===== config.mk =====
export PLATFORM = sky130hd
export DESIGN_NAME = legv8_instr_encoder
export DESIGN_NICKNAME = d
export VERILOG_FILES = /design/src/rtl/legv8_instr_encoder.sv
export SDC_FILE = /design/constraint.sdc
export NUM_CORES = 1
export LEC_CHECK = 0
export ABC_AREA = 1
export CORE_MARGIN = 3
export CORE_UTILIZATION = 52
export CTS_BUF_LIST = sky130_fd_sc_hd__clkbuf_4
export CTS_CLUSTER_SIZE = 8
export DETAILED_ROUTE_END_ITERATION = 12
export PLACE_DENSITY = 0.91
export SLEW_MARGIN = 20
export SYNTH_ARGS = -nofsm -noshare
export SYNTH_HDL_FRONTEND = slang
export SYNTH_SLANG_ARGS = --single-unit

===== constraint.sdc =====
create_clock -name clk -period 2.8 [get_ports clk]
set_input_delay 0.84 -clock clk [delete_from_list [all_inputs] [get_ports clk]]
set_output_delay 0.84 -clock clk [all_outputs]
set_load 0.01 [all_outputs]

===== src/rtl/legv8_instr_encoder.sv =====
// Program loader: accepts LEGv8 instruction descriptors over a valid/ready
// handshake, encodes them and writes one machine word per cycle into imem.
module legv8_instr_encoder #(
    parameter int ADDR_W = 6
) (
    input  logic              clk,
    input  logic              reset,
    input  logic              start,
    input  logic [ADDR_W-1:0] base_addr,
    input  logic [ADDR_W:0]   length,
    input  logic              in_valid,
    output logic              in_ready,
    input  logic [2:0]        in_class,
    input  logic [4:0]        in_rd,
    input  logic [4:0]        in_rn,
    input  logic [4:0]        in_rm,
    input  logic [18:0]       in_imm,
    output logic              imem_we,
    output logic [ADDR_W-1:0] imem_addr,
    output logic [31:0]       imem_wdata,
    output logic              busy,
    output logic              done,
    output logic              err,
    output logic [ADDR_W:0]   loaded
);

    typedef enum logic [1:0] {IDLE, LOAD, DONE} state_e;

    typedef enum logic [2:0] {
        CLS_ADD = 3'd0, CLS_SUB = 3'd1, CLS_AND = 3'd2, CLS_ORR = 3'd3,
        CLS_LDUR = 3'd4, CLS_STUR = 3'd5, CLS_CBZ = 3'd6, CLS_RSVD = 3'd7
    } op_class_e;

    localparam logic [10:0] OP_ADD  = 11'b100_0101_1000;
    localparam logic [10:0] OP_SUB  = 11'b110_0101_1000;
    localparam logic [10:0] OP_AND  = 11'b100_0101_0000;
    localparam logic [10:0] OP_ORR  = 11'b101_0101_0000;
    localparam logic [10:0] OP_LDUR = 11'b111_1100_0010;
    localparam logic [10:0] OP_STUR = 11'b111_1100_0000;
    localparam logic [7:0]  OP_CBZ  = 8'b1011_0100;

    localparam logic [ADDR_W:0]   CNT_ONE = 1;
    localparam logic [ADDR_W-1:0] IDX_ONE = 1;

    state_e            state_q, state_d;
    logic [ADDR_W-1:0] base_q, idx_q, addr_q;
    logic [ADDR_W:0]   cnt_q, loaded_q;
    logic [31:0]       wdata_q;
    logic              we_q, err_q;
    logic              accept, start_ok;

    // Reserved class returns 0; the caller suppresses the write for it.
    function automatic logic [31:0] encode(input logic [2:0] cls, input logic [4:0] rd,
                                           input logic [4:0] rn, input logic [4:0] rm,
                                           input logic [18:0] imm);
        case (op_class_e'(cls))
            CLS_ADD:  encode = {OP_ADD,  rm, 6'b0, rn, rd};
            CLS_SUB:  encode = {OP_SUB,  rm, 6'b0, rn, rd};
            CLS_AND:  encode = {OP_AND,  rm, 6'b0, rn, rd};
            CLS_ORR:  encode = {OP_ORR,  rm, 6'b0, rn, rd};
            CLS_LDUR: encode = {OP_LDUR, imm[8:0], 2'b00, rn, rd};
            CLS_STUR: encode = {OP_STUR, imm[8:0], 2'b00, rn, rd};
            CLS_CBZ:  encode = {OP_CBZ,  imm, rd};
            default:  encode = 32'h0;
        endcase
    endfunction

    assign accept   = in_valid && (state_q == LOAD);
    assign start_ok = start && (state_q != LOAD);

    always_ff @(posedge clk or negedge reset) begin
        if (!reset) state_q <= IDLE;
        else        state_q <= state_d;
    end

    always_comb begin
        // NOTE: default first so every path assigns state_d and no latch is inferred.
        state_d = state_q;
        case (state_q)
            IDLE, DONE: if (start) state_d = (length == '0) ? DONE : LOAD;
            LOAD:       if (accept && cnt_q == CNT_ONE) state_d = DONE;
            default:    state_d = IDLE;
        endcase
    end

    always_comb begin
        in_ready = (state_q == LOAD);
        busy     = (state_q == LOAD);
        done     = (state_q == DONE);
    end

    // NOTE: sequential state uses non-blocking assignments so all registers
    // sample the same pre-edge values regardless of statement order.
    always_ff @(posedge clk or negedge reset) begin
        if (!reset) begin
            base_q   <= '0;
            idx_q    <= '0;
            cnt_q    <= '0;
            loaded_q <= '0;
            err_q    <= 1'b0;
            we_q     <= 1'b0;
            addr_q   <= '0;
            wdata_q  <= '0;
        end else begin
            we_q <= 1'b0;
            if (start_ok) begin
                base_q   <= base_addr;
                cnt_q    <= length;
                idx_q    <= '0;
                loaded_q <= '0;
                err_q    <= 1'b0;
            end else if (accept) begin
                cnt_q <= cnt_q - CNT_ONE;
                if (in_class == CLS_RSVD) begin
                    err_q <= 1'b1;
                end else begin
                    we_q     <= 1'b1;
                    addr_q   <= base_q + idx_q;
                    wdata_q  <= encode(in_class, in_rd, in_rn, in_rm, in_imm);
                    idx_q    <= idx_q + IDX_ONE;
                    loaded_q <= loaded_q + CNT_ONE;
                end
            end
        end
    end

    assign imem_we    = we_q;
    assign imem_addr  = addr_q;
    assign imem_wdata = wdata_q;
    assign err        = err_q;
    assign loaded     = loaded_q;

endmodule


==> After elaboration in Yosys (flattened, before gate mapping) <==
Cells that the tools add are included.
W data, S select, Z words.
{ "classes": {"add_sub_neg": 4, "n_eq_ne": 14, "n_mux": 19, "bitwise_logic": 2, "reduce_logical": 13} }
{ "ops": {"columns": ["op", "count"], "rows": [
  ["$pmux W32 S7", 1],
  ["$mux W7", 5],
  ["$mux W6", 3],
  ["$eq A3 B3 Y1 const B", 4],
  ["$add A7 B1 Y7 const B", 1],
  ["$eq A7 B1 Y1 const B", 1],
  ["$logic_not A7 Y1", 1],
  ["$sub A7 B1 Y7 const B", 1],
  ["$add A6 B1 Y6 const B", 1],
  ["$add A6 B6 Y6", 1],
  ["$eq A3 B2 Y1 const B", 2],
  ["$mux W1", 6],
  ["$mux W2", 3],
  ["$reduce_and A2 Y1", 3],
  ["$ne A2 B1 Y1 const B", 2],
  ["$ne A2 B2 Y1 const B", 2],
  ["$pmux W2 S2", 1],
  ["$reduce_bool A2 Y1", 2],
  ["$eq A3 B1 Y1 const B", 1],
  ["$logic_and A1 B1 Y1", 3],
  ["$logic_not A3 Y1", 1],
  ["$reduce_and A3 Y1", 1],
  ["$eq A2 B1 Y1 const B", 1],
  ["$eq A2 B2 Y1 const B", 1],
  ["other kinds (3)", 4]
]} }
{ "totals": {"regBits": 68, "wordCells": 61} }

==> Longest topological paths before layout <==
{ "depth": {"ltp_word": 5, "ltp_mapped": 8, "depth_no_buf": 8} }

==> Worst setup path before layout <==
No wires, ideal clock.
{ "synth_timing": {"path_kind": "input to register", "start": "input port in_class[1]", "end": "register wdata_q[8] (netlist: imem_wdata[8])", "setup_ns": 0.077, "arrival_time_ns": 1.552, "t_required_ns": 2.723, "slack_ns": 1.171, "cell_stages": 7, "path_cell_list": "nand2_2 -> nor2_4 -> inv_1 -> nand2_2 -> buf_6 -> a21oi_1 -> a21oi_1"} }
{ "synth_between": {"elab_chain_cells": 3} }
{ "synth_rtl": {"columns": ["element", "line_no", "source"], "rows": [
  ["start: declaration", "13", "input logic [2:0] in_class,"],
  ["parallel branches: the longest is 3 deep, another holds $pmux W32 S7", null, null],
  ["end signal: assignment", "119", "wdata_q <= encode(in_class, in_rd, in_rn, in_rm, in_imm);"],
  ["end: declaration", "48", "logic [31:0] wdata_q;"]
]} }
Several ways; the timed one is not identified.
A chain may end at the register's enable or synchronous reset.

==> Worst setup path after layout <==
{ "layout_timing": {"start": "register state_q[0]", "end": "output port busy"} }
{ "layout_between": {"elab_chain_cells": 1} }
{ "layout_rtl": {"columns": ["element", "line_no", "source"], "rows": [
  ["start: declaration", "45", "state_e state_q, state_d;"],
  ["start signal: assignment", "73", "else state_q <= state_d;"],
  ["$eq A2 B1 Y1", "88", "busy = (state_q == LOAD);"],
  ["end: declaration", "21", "output logic busy,"]
]} }
Every way passes these cells.

==> tab_implementation.tex <==
\begin{tabular}{lr}
\hline
Metric & Value \\
\hline
\multicolumn{2}{l}{\textbf{Drt}} \\
DRC viols & 0 \\
Final WL & 9.10 mm \\
DRT Pass-1 Iters & 5 \\
Wire length per cell after detailed routing & 14.7 microns \\
Mean number of vias per cell & 5.33 \\
Initial DRC count & 234 \\
Antenna Violating Nets Remaining & 0 \\
Vias after detailed routing & 3297 \\
\multicolumn{2}{l}{\textbf{Finish}} \\
Final \#Nets & 600 \\
Final Non-Filler Cells & 618 \\
Diodes inserted & 0 \\
Layout overhead on the synthesized area & 35.3\% \\
Ratio of cells with drive above 1 in the final layout & 0.0647 \\
Filler Cell Count & 456 \\
Utilization of the core after routing & 0.731 \\
Final Instance Area & 4670 sq um \\
\multicolumn{2}{l}{\textbf{Pwr}} \\
Pwr Density & 900 nW/um\^{}2 \\
Leakage dissipation & 2.23 nW \\
Max VDD drop & 0.000702 V \\
Total Power Consumption & 4.20 mW \\
\multicolumn{2}{l}{\textbf{Clock network}} \\
Number of buffers on the longest clock path & 2 \\
Post-CTS setup repair buffer count & 0 \\
Number of buffers created by CTS & 9 \\
Number of levels in the clock H-tree & 3 \\
Number of buffers inserted by hold repair at cts & 0 \\
Clock tree from TritonCTS & built \\
Clock Latency Late Sink & 430 ps \\
Clock-pin slew on the worst setup and hold paths & 120 ps \\
Clock root buffer & sky130\_fd\_sc\_hd\_\_clkbuf\_4 \\
Clock sink count & 68 \\
Post-cts sizing count & 0 \\
\multicolumn{2}{l}{\textbf{Timing}} \\
Post-Route Skew & 17.5 ps \\
Final Max Slew Viols & 0 \\
Worst slew margin relative to its limit & 0.600 \\
Final setup viols & 0 \\
PnR worst setup slack & 363 ps \\
Slew at the pin closest to its max-slew limit & 600 ps \\
Final TNS setup & 0 ps \\
Worst Hold Slack & 404 ps \\
Unrepaired setup endpoints after global routing & no \\
Final Hold Viols & 0 \\
Maximum clock rate & 410 MHz \\
Period utilization & 0.870 \\
Post-layout min period & 2440 ps \\
\multicolumn{2}{l}{\textbf{Logic synthesis}} \\
Syn avg cell area & 8.04 sq um \\
Yosys warns & 0 \\
Leading post-synthesis cells by cell area & sky130\_fd\_sc\_hd\_\_dfrtp\_1 (49\%), sky130\_fd\_sc\_hd\_\_nand2\_1 (16\%), sky130\_fd\_sc\_hd\_\_nand3\_1 (4.4\%) \\
Register bit count reported by yosys & 68 \\
Syn nets & 493 \\
Seq/Total Area, Yosys & 0.493 \\
Synth top area share & 0.493 \\
Cell type with the highest aggregate area in the netlist & sky130\_fd\_sc\_hd\_\_dfrtp\_1 \\
Gate Count Post-Synth & 429 \\
Netlist area before placement & 3450 sq um \\
Unique cell type count in the Yosys netlist & 28 \\
\multicolumn{2}{l}{\textbf{Placement}} \\
Placement-stage cell area & 4560 sq um \\
Detailed Place HPWL & 6.76 mm \\
Final Wtd Congestion & 0.860 \\
Buffers on Ports & 103 \\
Post-Place Setup Slack & 263 ps \\
Number of cells in the design after placement & 602 \\
\multicolumn{2}{l}{\textbf{Critical path}} \\
Startpoint kind of the worst setup timing path & flop \\
Critical Path AT & 1600 ps \\
WS Path Type & flop to output pin \\
Critical path capture point type & output pin \\
Maximum fanout encountered on the critical timing path & 4 \\
Flop-to-flop setup slack & 1070 ps \\
Critical path data required time & 1960 ps \\
\multicolumn{2}{l}{\textbf{Run}} \\
Number of max-capacitance violations reported & 0 \\
\multicolumn{2}{l}{\textbf{Global routing}} \\
Pin count of the biggest net entering global routing & 44 \\
Number of antenna violations at the first check in global routing & 0 \\
Overall overflow remaining after global route & 0 \\
First-pass GRT wire length & 15.0 mm \\
Vias in the first global route & 3328 \\
GR Util All Layers & 0.253 \\
\multicolumn{2}{l}{\textbf{Die}} \\
Full die area & 7650 sq um \\
Initial standard-cell utilization of the core & 0.540 \\
Site Rows & 29 \\
Die W & 87.4 microns \\
Core region area & 6390 sq um \\
Die extent in y & 87.4 microns \\
Boundary Pins & 104 \\
\multicolumn{2}{l}{\textbf{Status}} \\
Result of the run & finished, final reports clean \\
\multicolumn{2}{l}{\textbf{Hold path}} \\
Worst min path class & input port to async pin \\
\hline
\end{tabular}
-- layout by cell type, fill, tap and decap left out --
master / instances
sky130_fd_sc_hd__a21oi_1: 23
sky130_fd_sc_hd__a31oi_1: 6
sky130_fd_sc_hd__buf_12: 3
sky130_fd_sc_hd__buf_2: 1
sky130_fd_sc_hd__buf_4: 3
sky130_fd_sc_hd__clkbuf_4: 9
sky130_fd_sc_hd__clkdlybuf4s50_1: 102
sky130_fd_sc_hd__clkinv_1: 1
sky130_fd_sc_hd__clkinv_2: 3
sky130_fd_sc_hd__clkinvlp_4: 2
sky130_fd_sc_hd__dfrtp_1: 68
sky130_fd_sc_hd__fa_1: 1
sky130_fd_sc_hd__ha_1: 9
sky130_fd_sc_hd__inv_1: 39
sky130_fd_sc_hd__inv_2: 3
sky130_fd_sc_hd__inv_6: 1
sky130_fd_sc_hd__nand2_1: 147
sky130_fd_sc_hd__nand2_2: 4
sky130_fd_sc_hd__nand3_1: 30
sky130_fd_sc_hd__nand4_1: 13
sky130_fd_sc_hd__nor2_1: 35
sky130_fd_sc_hd__nor2_2: 1
sky130_fd_sc_hd__nor2_4: 3
sky130_fd_sc_hd__nor2_8: 1
sky130_fd_sc_hd__nor3_1: 1
sky130_fd_sc_hd__o211ai_1: 3
sky130_fd_sc_hd__o21ai_0: 18
sky130_fd_sc_hd__o21bai_1: 1
sky130_fd_sc_hd__o221ai_1: 1
sky130_fd_sc_hd__o31ai_1: 2
sky130_fd_sc_hd__or2_2: 1
sky130_fd_sc_hd__xnor2_1: 4
sky130_fd_sc_hd__xor2_1: 2
-- sequential cells by signal, summed over array words and instances (netlist names) --
register	count
imem_addr	6
base_q	6
idx_q	6
err	1
loaded	7
imem_wdata	32
state_q	2
imem_we	1
cnt_q	7
-- routing by layer --
layer | routed length [microns] | part of all wire | vias up | global-route usage
met5 | 0 | 0 | - | 0
met4 | 225 | 0.025 | 0 | 0.100
met3 | 655 | 0.072 | 23 | 0.0587
met2 | 4420 | 0.49 | 136 | 0.403
met1 | 3810 | 0.42 | 1541 | 0.332
li1 | - | - | 1597 | -
-- power by group --
group / switching (mW) / leakage [nW] / internal (mW)
Sequential: 0.295 / 0.841 / 1.37
Clock: 0.376 / 0.0595 / 0.177
Combinational: 1.02 / 1.33 / 0.966
-- worst max-delay path, cell delays in order (launching register included) --
cell	delay (ps)
sky130_fd_sc_hd__dfrtp_1	430
sky130_fd_sc_hd__inv_2	60
sky130_fd_sc_hd__nor2_4	120
sky130_fd_sc_hd__clkdlybuf4s50_1	560
-- Yosys cell counts (all sizes together) --
cell type / n
o221ai: 1
o21bai: 1
dfrtp: 68
or2: 1
nand2: 151
nand4: 13
o211ai: 3
nor2: 40
ha: 9
inv: 42
fa: 1
o21ai: 18
xor2: 2
o31ai: 2
nand3: 30
xnor2: 4
a21oi: 23
clkbuf: 1
buf: 12
a31oi: 6
nor3: 1
-- path summary, 6_finish.rpt --
check                                            from                         end  depth (start not counted)
max in group asynchronous                       reset      state_q[1]$_DFFE_PN0P_                          2
setup / recovery               state_q[0]$_DFFE_PN0P_                        busy                          3
min in group clk           imem_wdata[31]$_DFFE_PN0P_  imem_wdata[31]$_DFFE_PN0P_                          1
hold / removal                                  reset    imem_addr[5]$_DFFE_PN0P_                          1
setup reg to reg               state_q[1]$_DFFE_PN0P_        idx_q[3]$_DFFE_PN0P_                          7
hold reg to reg            imem_wdata[31]$_DFFE_PN0P_  imem_wdata[31]$_DFFE_PN0P_                          1
-- kinds of logic (layout without fill, tap and decap cells) --
| family | after synthesis | in the layout | synth area share |
|---|---|---|---|
| AO/OA/AOI/OAI | 54 | 54 | 0.0860 |
| AND/OR/NAND/NOR | 236 | 236 | 0.293 |
| flip-flops | 68 | 68 | 0.493 |
| adder cells (fa/ha/maj) | 10 | 10 | 0.0384 |
| buffers and inverters | 55 | 167 | 0.0740 |
| XOR/XNOR | 6 | 6 | 0.0152 |
-- cell type report --
class                      instances  area, sq um  area share
inverter                          42          158      0.0338
clock inverter                     7         42.5     0.00912
sequential                        68         1700       0.365
multi-input combinational        306         1490       0.320
clock buffer                       9         67.6      0.0145
tap                               77         96.3      0.0206
timing repair buffer             109         1110       0.238
Note: power is estimated with default switching activity, not from simulation.
==> variant 1, RTL diff (same flow settings) <==
`ADDR_W`: 6 -> 7.
--- a/src/rtl/legv8_instr_encoder.sv
+++ b/src/rtl/legv8_instr_encoder.sv
@@ -3,3 +3,3 @@
 module legv8_instr_encoder #(
-    parameter int ADDR_W = 6
+    parameter int ADDR_W = 7
 ) (
Interface: changed (resized base_addr, imem_addr, length and loaded); port bits go from 104 to 108. The function was not compared with the original's and may differ.
==> variant 1 against the original RTL <==
Total power increased by 6.7%. Global-route usage increased by 0.14 points. Final cell count increased by 13%. Routed wire length increased by 13%. Sequential cell count increased by 5. Hold slack improved by 91 ps. Worst setup slack got worse by 50 ps. Sequential share of layout area decreased by 0.51 points. Final area increased by 8.9%. Register-to-register slack got worse by 50 ps. First-iteration DRC count increased by 34%. Core utilization increased by 0.091 points. Synthesized area increased by 11%. Critical path type unchanged. Largest power group unchanged.
==> variant 1: results (changes against the original RTL) <==
| Quantity | Reported | Unit | vs unedited |
| --- | --- | --- | --- |
| Routed met3 length | 715 | µm | +9.2% |
| Routing usage on met3 | 5.58 | % | -0.29 points |
| Via count of the first global-routing pass | 3,738 | - | +12% |
| Fraction of layout cells with a size suffix above 1 | 6.28 | % | -0.19 points |
| Routed length on met1 | 4150 | µm | +9.0% |
| Cell leakage power | 2.43 | nW | +8.8% |
| Top cell types by occurrence after synthesis | sky130_fd_sc_hd__nand2_1, sky130_fd_sc_hd__dfrtp_1, sky130_fd_sc_hd__inv_1 | - |  |
| FF-to-FF path depth | 10 | - | +3 |
| Wire length of the first global-routing pass | 17,200 | µm | +14% |
| Routed met2 length | 5170 | µm | +17% |
| Startpoint of the most critical register-to-register path | idx_q[0] | - |  |
| Global-route met2 utilization | 42.6 | % | +2.3 points |
| FF-to-FF setup slack | 1020 | ps | -50 ps |
| Starting DRC count in detailed routing | 314 | - | +34% |
| Status | finished clean | - |  |
| IR drop worst, VDD | 0.538 | mV | -23% |
| Post-placement worst setup slack | 319 | ps | +56.3 ps |
| Post-synthesis compound-gate area fraction | 9.77 | % | +1.2 points |
| Post-synthesis cell type count | 29 | - | +3.6% |
| Post-synthesis share of cell area spent on full adders, half adders and majority gates | 3.80 | % | -0.040 points |
| Routability congestion estimate from global placement | 0.888 | - | +3.2% |
| Seq/Total Area, Yosys | 47.9 | % | -1.4 points |
| Pin count of the biggest net entering global routing | 74 | - | +68% |
| Syn_nets | 556 | - | +13% |
| Met1 Track Usage GR | 31.6 | % | -1.6 points |
| Actual slew at the worst max-slew pin | 916 | ps | +316 ps |
| Layout net count | 667 | - | +11% |
| End point of the critical path | in_ready | - |  |
| Average detailed-routed wire length per instance | 14.7 | µm | -0.18% |
| Synth top area cells | sky130_fd_sc_hd__dfrtp_1, sky130_fd_sc_hd__nand2_1, sky130_fd_sc_hd__inv_1 | - |  |
| Detailed placement HPWL | 7680 | µm | +14% |
| IO Port Bufs | 107 | - | +3.9% |
| Routed via count | 3,786 | - | +15% |
variant 1: critical path, delay by kind of cell, from the launching register on:
family | cells | cell delay, ps
flip-flops | 1 | 440
buffers and inverters | 2 | 650
AND/OR/NAND/NOR | 1 | 150
variant 1: how the worst min path moves through the flow:
| stage | endpoint | slack [ps] |
|---|---|---|
| 5_1_grt | imem_wdata[4] | 520 |
| 3_3_place_gp | imem_wdata[31] | 450 |
| 2_1_floorplan | base_q[0] | 460 |
| 6_report | imem_wdata[3] | 490 |
| 4_1_cts | imem_wdata[25] | 500 |
| 3_5_place_dp | imem_wdata[26] | 460 |
variant 1: cell families after synthesis:
family | Yosys count
xor+xnor | 3
compound gates | 68
buf+inv | 69
flops | 73
simple gates | 265
fa+ha+maj | 11
variant 1: per-stage QoR:
stage / util [%] / area (µm²) / instances
after floorplan: - / 3810 / 489
after global placement: 71.5 / 4970 / 685
after detailed placement: 71.5 / 4970 / 685
after CTS: 73.2 / 5080 / 701
after global routing: 73.2 / 5080 / 701
final: 73.2 / 5080 / 701
variant 1: layout make-up:
cell class | count | area share (%)
inverters | 54 | 3.99
well taps | 96 | 2.36
flip-flops and latches | 73 | 36.0
repair buffers | 115 | 22.5
multi-input cells | 347 | 33.0
clock inverters | 7 | 0.911
clock buffers | 9 | 1.33
variant 1: power by group through the flow:
stage | clock network (mW) | registers [mW] | logic, mW
2_1_floorplan | 0 | 1.84 | 1.07
3_3_place_gp | 0 | 1.75 | 2.06
3_5_place_dp | 0 | 1.77 | 2.15
4_1_cts | 0.581 | 1.75 | 2.16
5_1_grt | 0.639 | 1.80 | 2.38
6_report | 0.578 | 1.76 | 2.15
==> variant 2, RTL diff (same flow settings) <==
Without the edit above. Make the reset (`reset`) synchronous in 2 clocked blocks.
--- a/src/rtl/legv8_instr_encoder.sv
+++ b/src/rtl/legv8_instr_encoder.sv
@@ -70,3 +70,3 @@
 
-    always_ff @(posedge clk or negedge reset) begin
+    always_ff @(posedge clk) begin
         if (!reset) state_q <= IDLE;
@@ -93,3 +93,3 @@
     // sample the same pre-edge values regardless of statement order.
-    always_ff @(posedge clk or negedge reset) begin
+    always_ff @(posedge clk) begin
         if (!reset) begin
Function: differs if reset is asserted again (counterexample within 4 cycles, from zero or initial values and one cycle with reset low); with reset held inactive, the same outputs for 4 cycles.
==> variant 2 against the original RTL <==
Final area decreased by 5.1%. Critical path depth unchanged. Routed wire length shrank 3.3%. Fmax fell by 4.5%. Worst setup slack got worse by 120 ps. Synthesized area fell by 5.5%. First-iteration DRC count fell by 29%. Global-route usage decreased by 0.55 points. Sequential cell count stayed put. Hold slack better by 78 ps. Sequential share of layout area is 5.7 points lower. Critical endpoint is now in_ready.
Power is not compared: it rests on default switching activity, and its combinational part moved more than twofold at a synthesized area within 25%.
==> variant 2: results (changes against the original RTL) <==
| Quantity | Reported | Unit | vs unedited |
| --- | --- | --- | --- |
| Routed via count | 3,388 | - | +2.8% |
| Data arrival time of the critical path | 1710 | ps | +110 ps |
| Kind of cell adding the most delay to the critical path | buffers and inverters | - |  |
| Starting DRC count in detailed routing | 165 | - | -29% |
| Combined area of the multi-input logic cells | 1590 | µm² | +6.6% |
| Top cell types by occurrence after synthesis | sky130_fd_sc_hd__nand2_1, sky130_fd_sc_hd__dfxtp_1, sky130_fd_sc_hd__nor2_1 | - |  |
| Diode insertion count for antenna repair | 0 | - | unchanged |
| Post-synthesis share of cell area spent on full adders, half adders and majority gates | 4.07 | % | +0.22 points |
| Post-synthesis compound-gate area fraction | 18.2 | % | +9.6 points |
| Layout net count | 617 | - | +2.8% |
| Post-placement worst setup slack | 250 | ps | -12.7 ps |
| # fillers | 465 | - | +2.0% |
| Detailed placement HPWL | 6480 | µm | -4.2% |
| Seq/Total Area, Yosys | 41.8 | % | -7.6 points |
| Routability congestion estimate from global placement | 0.887 | - | +3.1% |
| Syn_nets | 515 | - | +4.5% |
| Wire length of the first global-routing pass | 14,500 | µm | -3.3% |
| Placement-stage cell area | 4320 | µm² | -5.2% |
| Number of flip-flops under the largest register name | 32 | - | unchanged |
| Most instantiated flip-flop cell in the synthesis netlist | sky130_fd_sc_hd__dfxtp_1 | - |  |
| Clock buffers created by TritonCTS | 9 | - | unchanged |
| Setup Skew | 8.76 | ps | -8.71 ps |
| Xor/xnor share of the synthesized area | 1.61 | % | +0.089 points |
| Number of optimization iterations in the first detailed-route pass | 4 | - | -1 |
| Via count of the first global-routing pass | 3,347 | - | +0.57% |
| Post-synthesis cell type count | 33 | - | +18% |
| Total setup buffers inserted after CTS | 0 | - | unchanged |
| Buffer depth of the longest clock path | 2 | - | unchanged |
| IO Port Bufs | 103 | - | unchanged |
| Status | finished clean | - |  |
| Pin count of the biggest net entering global routing | 37 | - | -16% |
| Number of H-tree levels | 3 | - | unchanged |
| Worst rel slew slack | 75.2 | % | +15 points |
| Slowest cell on the critical path | sky130_fd_sc_hd__clkdlybuf4s50_1 | - |  |
| CP max FO | 5 | - | +1 |
| IR drop worst, VDD | 0.369 | mV |  |
| Async set-reset flop share out of synthesis | 0 | % | -100 points |
| Synth top area cells | sky130_fd_sc_hd__dfxtp_1, sky130_fd_sc_hd__nand2_1, sky130_fd_sc_hd__a21oi_1 | - |  |
| Global routing usage summed across all routing layers | 24.7 | % | -0.55 points |
| Internal power component | 1.41 | mW |  |
| Cell count of the worst hold path | 2 | - |  |
| Skew-Pair Late Insertion Delay | 420 | ps |  |
| Initial antenna violation count | 0 | - | unchanged |
| Hold Path Class | reg2reg | - |  |
| Average detailed-routed wire length per instance | 13.9 | µm | -5.6% |
| Fraction of layout cells with a size suffix above 1 | 7.89 | % | +1.4 points |
| FF-to-FF path depth | 6 | - | -1 |
| Cell leakage power | 1.83 | nW |  |
| Number of enable-type register cells in the synthesized netlist | 0 | - | unchanged |
| Clock slew at reported path FFs | 110 | ps |  |
==> variant 2: cell count changes after synthesis, sizes merged, moves of 5 or more <==
| cell | before | now |
|---|---|---|
| clkbuf | 1 | 8 |
| a21oi | 23 | 53 |
| inv | 42 | 49 |
| nand3 | 30 | 25 |
| nand4 | 13 | 4 |
| dfxtp | 0 | 68 |
| o21ai | 18 | 49 |
| nor2 | 40 | 67 |
| nand2 | 151 | 83 |
| dfrtp | 68 | 0 |
==> variant 2: worst register-to-register path, delay by kind of cell, from the launching register on <==
kind,cells,cell delay [ps]
simple gates,3,490
buf+inv,2,470
flops,1,450
compound gates,1,130
==> variant 2: cell families after synthesis <==
family / after synthesis
xor gates and xnor gates: 6
DFF: 68
adders and majority gates: 10
AOI/OAI and AO/OA: 113
buffers and inverters: 69
and+or+nand+nor: 185
==> variant 2: power by group through the flow <==
stage | logic (mW) | registers [mW] | clock network [mW]
6_report | 0.428 | 1.06 | 0.543
3_3_place_gp | 0.410 | 1.08 | 0
4_1_cts | 0.428 | 1.06 | 0.550
2_1_floorplan | 0.212 | 1.09 | 0
3_5_place_dp | 0.424 | 1.08 | 0
5_1_grt | 0.476 | 1.07 | 0.580
==> variant 2: final timing paths <==
path	startpoint	endpoint	slack, ps
min	imem_wdata[21]	imem_wdata[21]	480
max reg2reg	state_q[0]	imem_wdata[26]	1160
max	state_q[0]	in_ready	250
min reg2reg	imem_wdata[21]	imem_wdata[21]	480
==> variant 2: layer usage <==
metal  GRT usage [%]  vias to the layer above  share of wire, %
li1                -                     1677                 -
met1            27.8                     1582                40
met2            43.4                      115                51
met3            6.50                       14               7.4
met4            11.4                        0               1.9
met5               0                        -                 0
==> variant 2: per-stage QoR <==
stage | hold WS [ps] | std cells
6_report | 481 | 633
5_1_grt | 494 | 633
4_1_cts | 483 | 633
3_5_place_dp | 461 | 617
3_3_place_gp | 453 | 617
2_1_floorplan | 454 | 451
==> variant 2: final cells by class <==
cell class	count	share of cell area, %
inverters	49	4.15
clock buffers	10	1.70
clock inverters	6	0.706
well taps	75	2.12
flip-flops and latches	68	30.7
repair buffers	111	24.6
multi-input cells	314	35.9
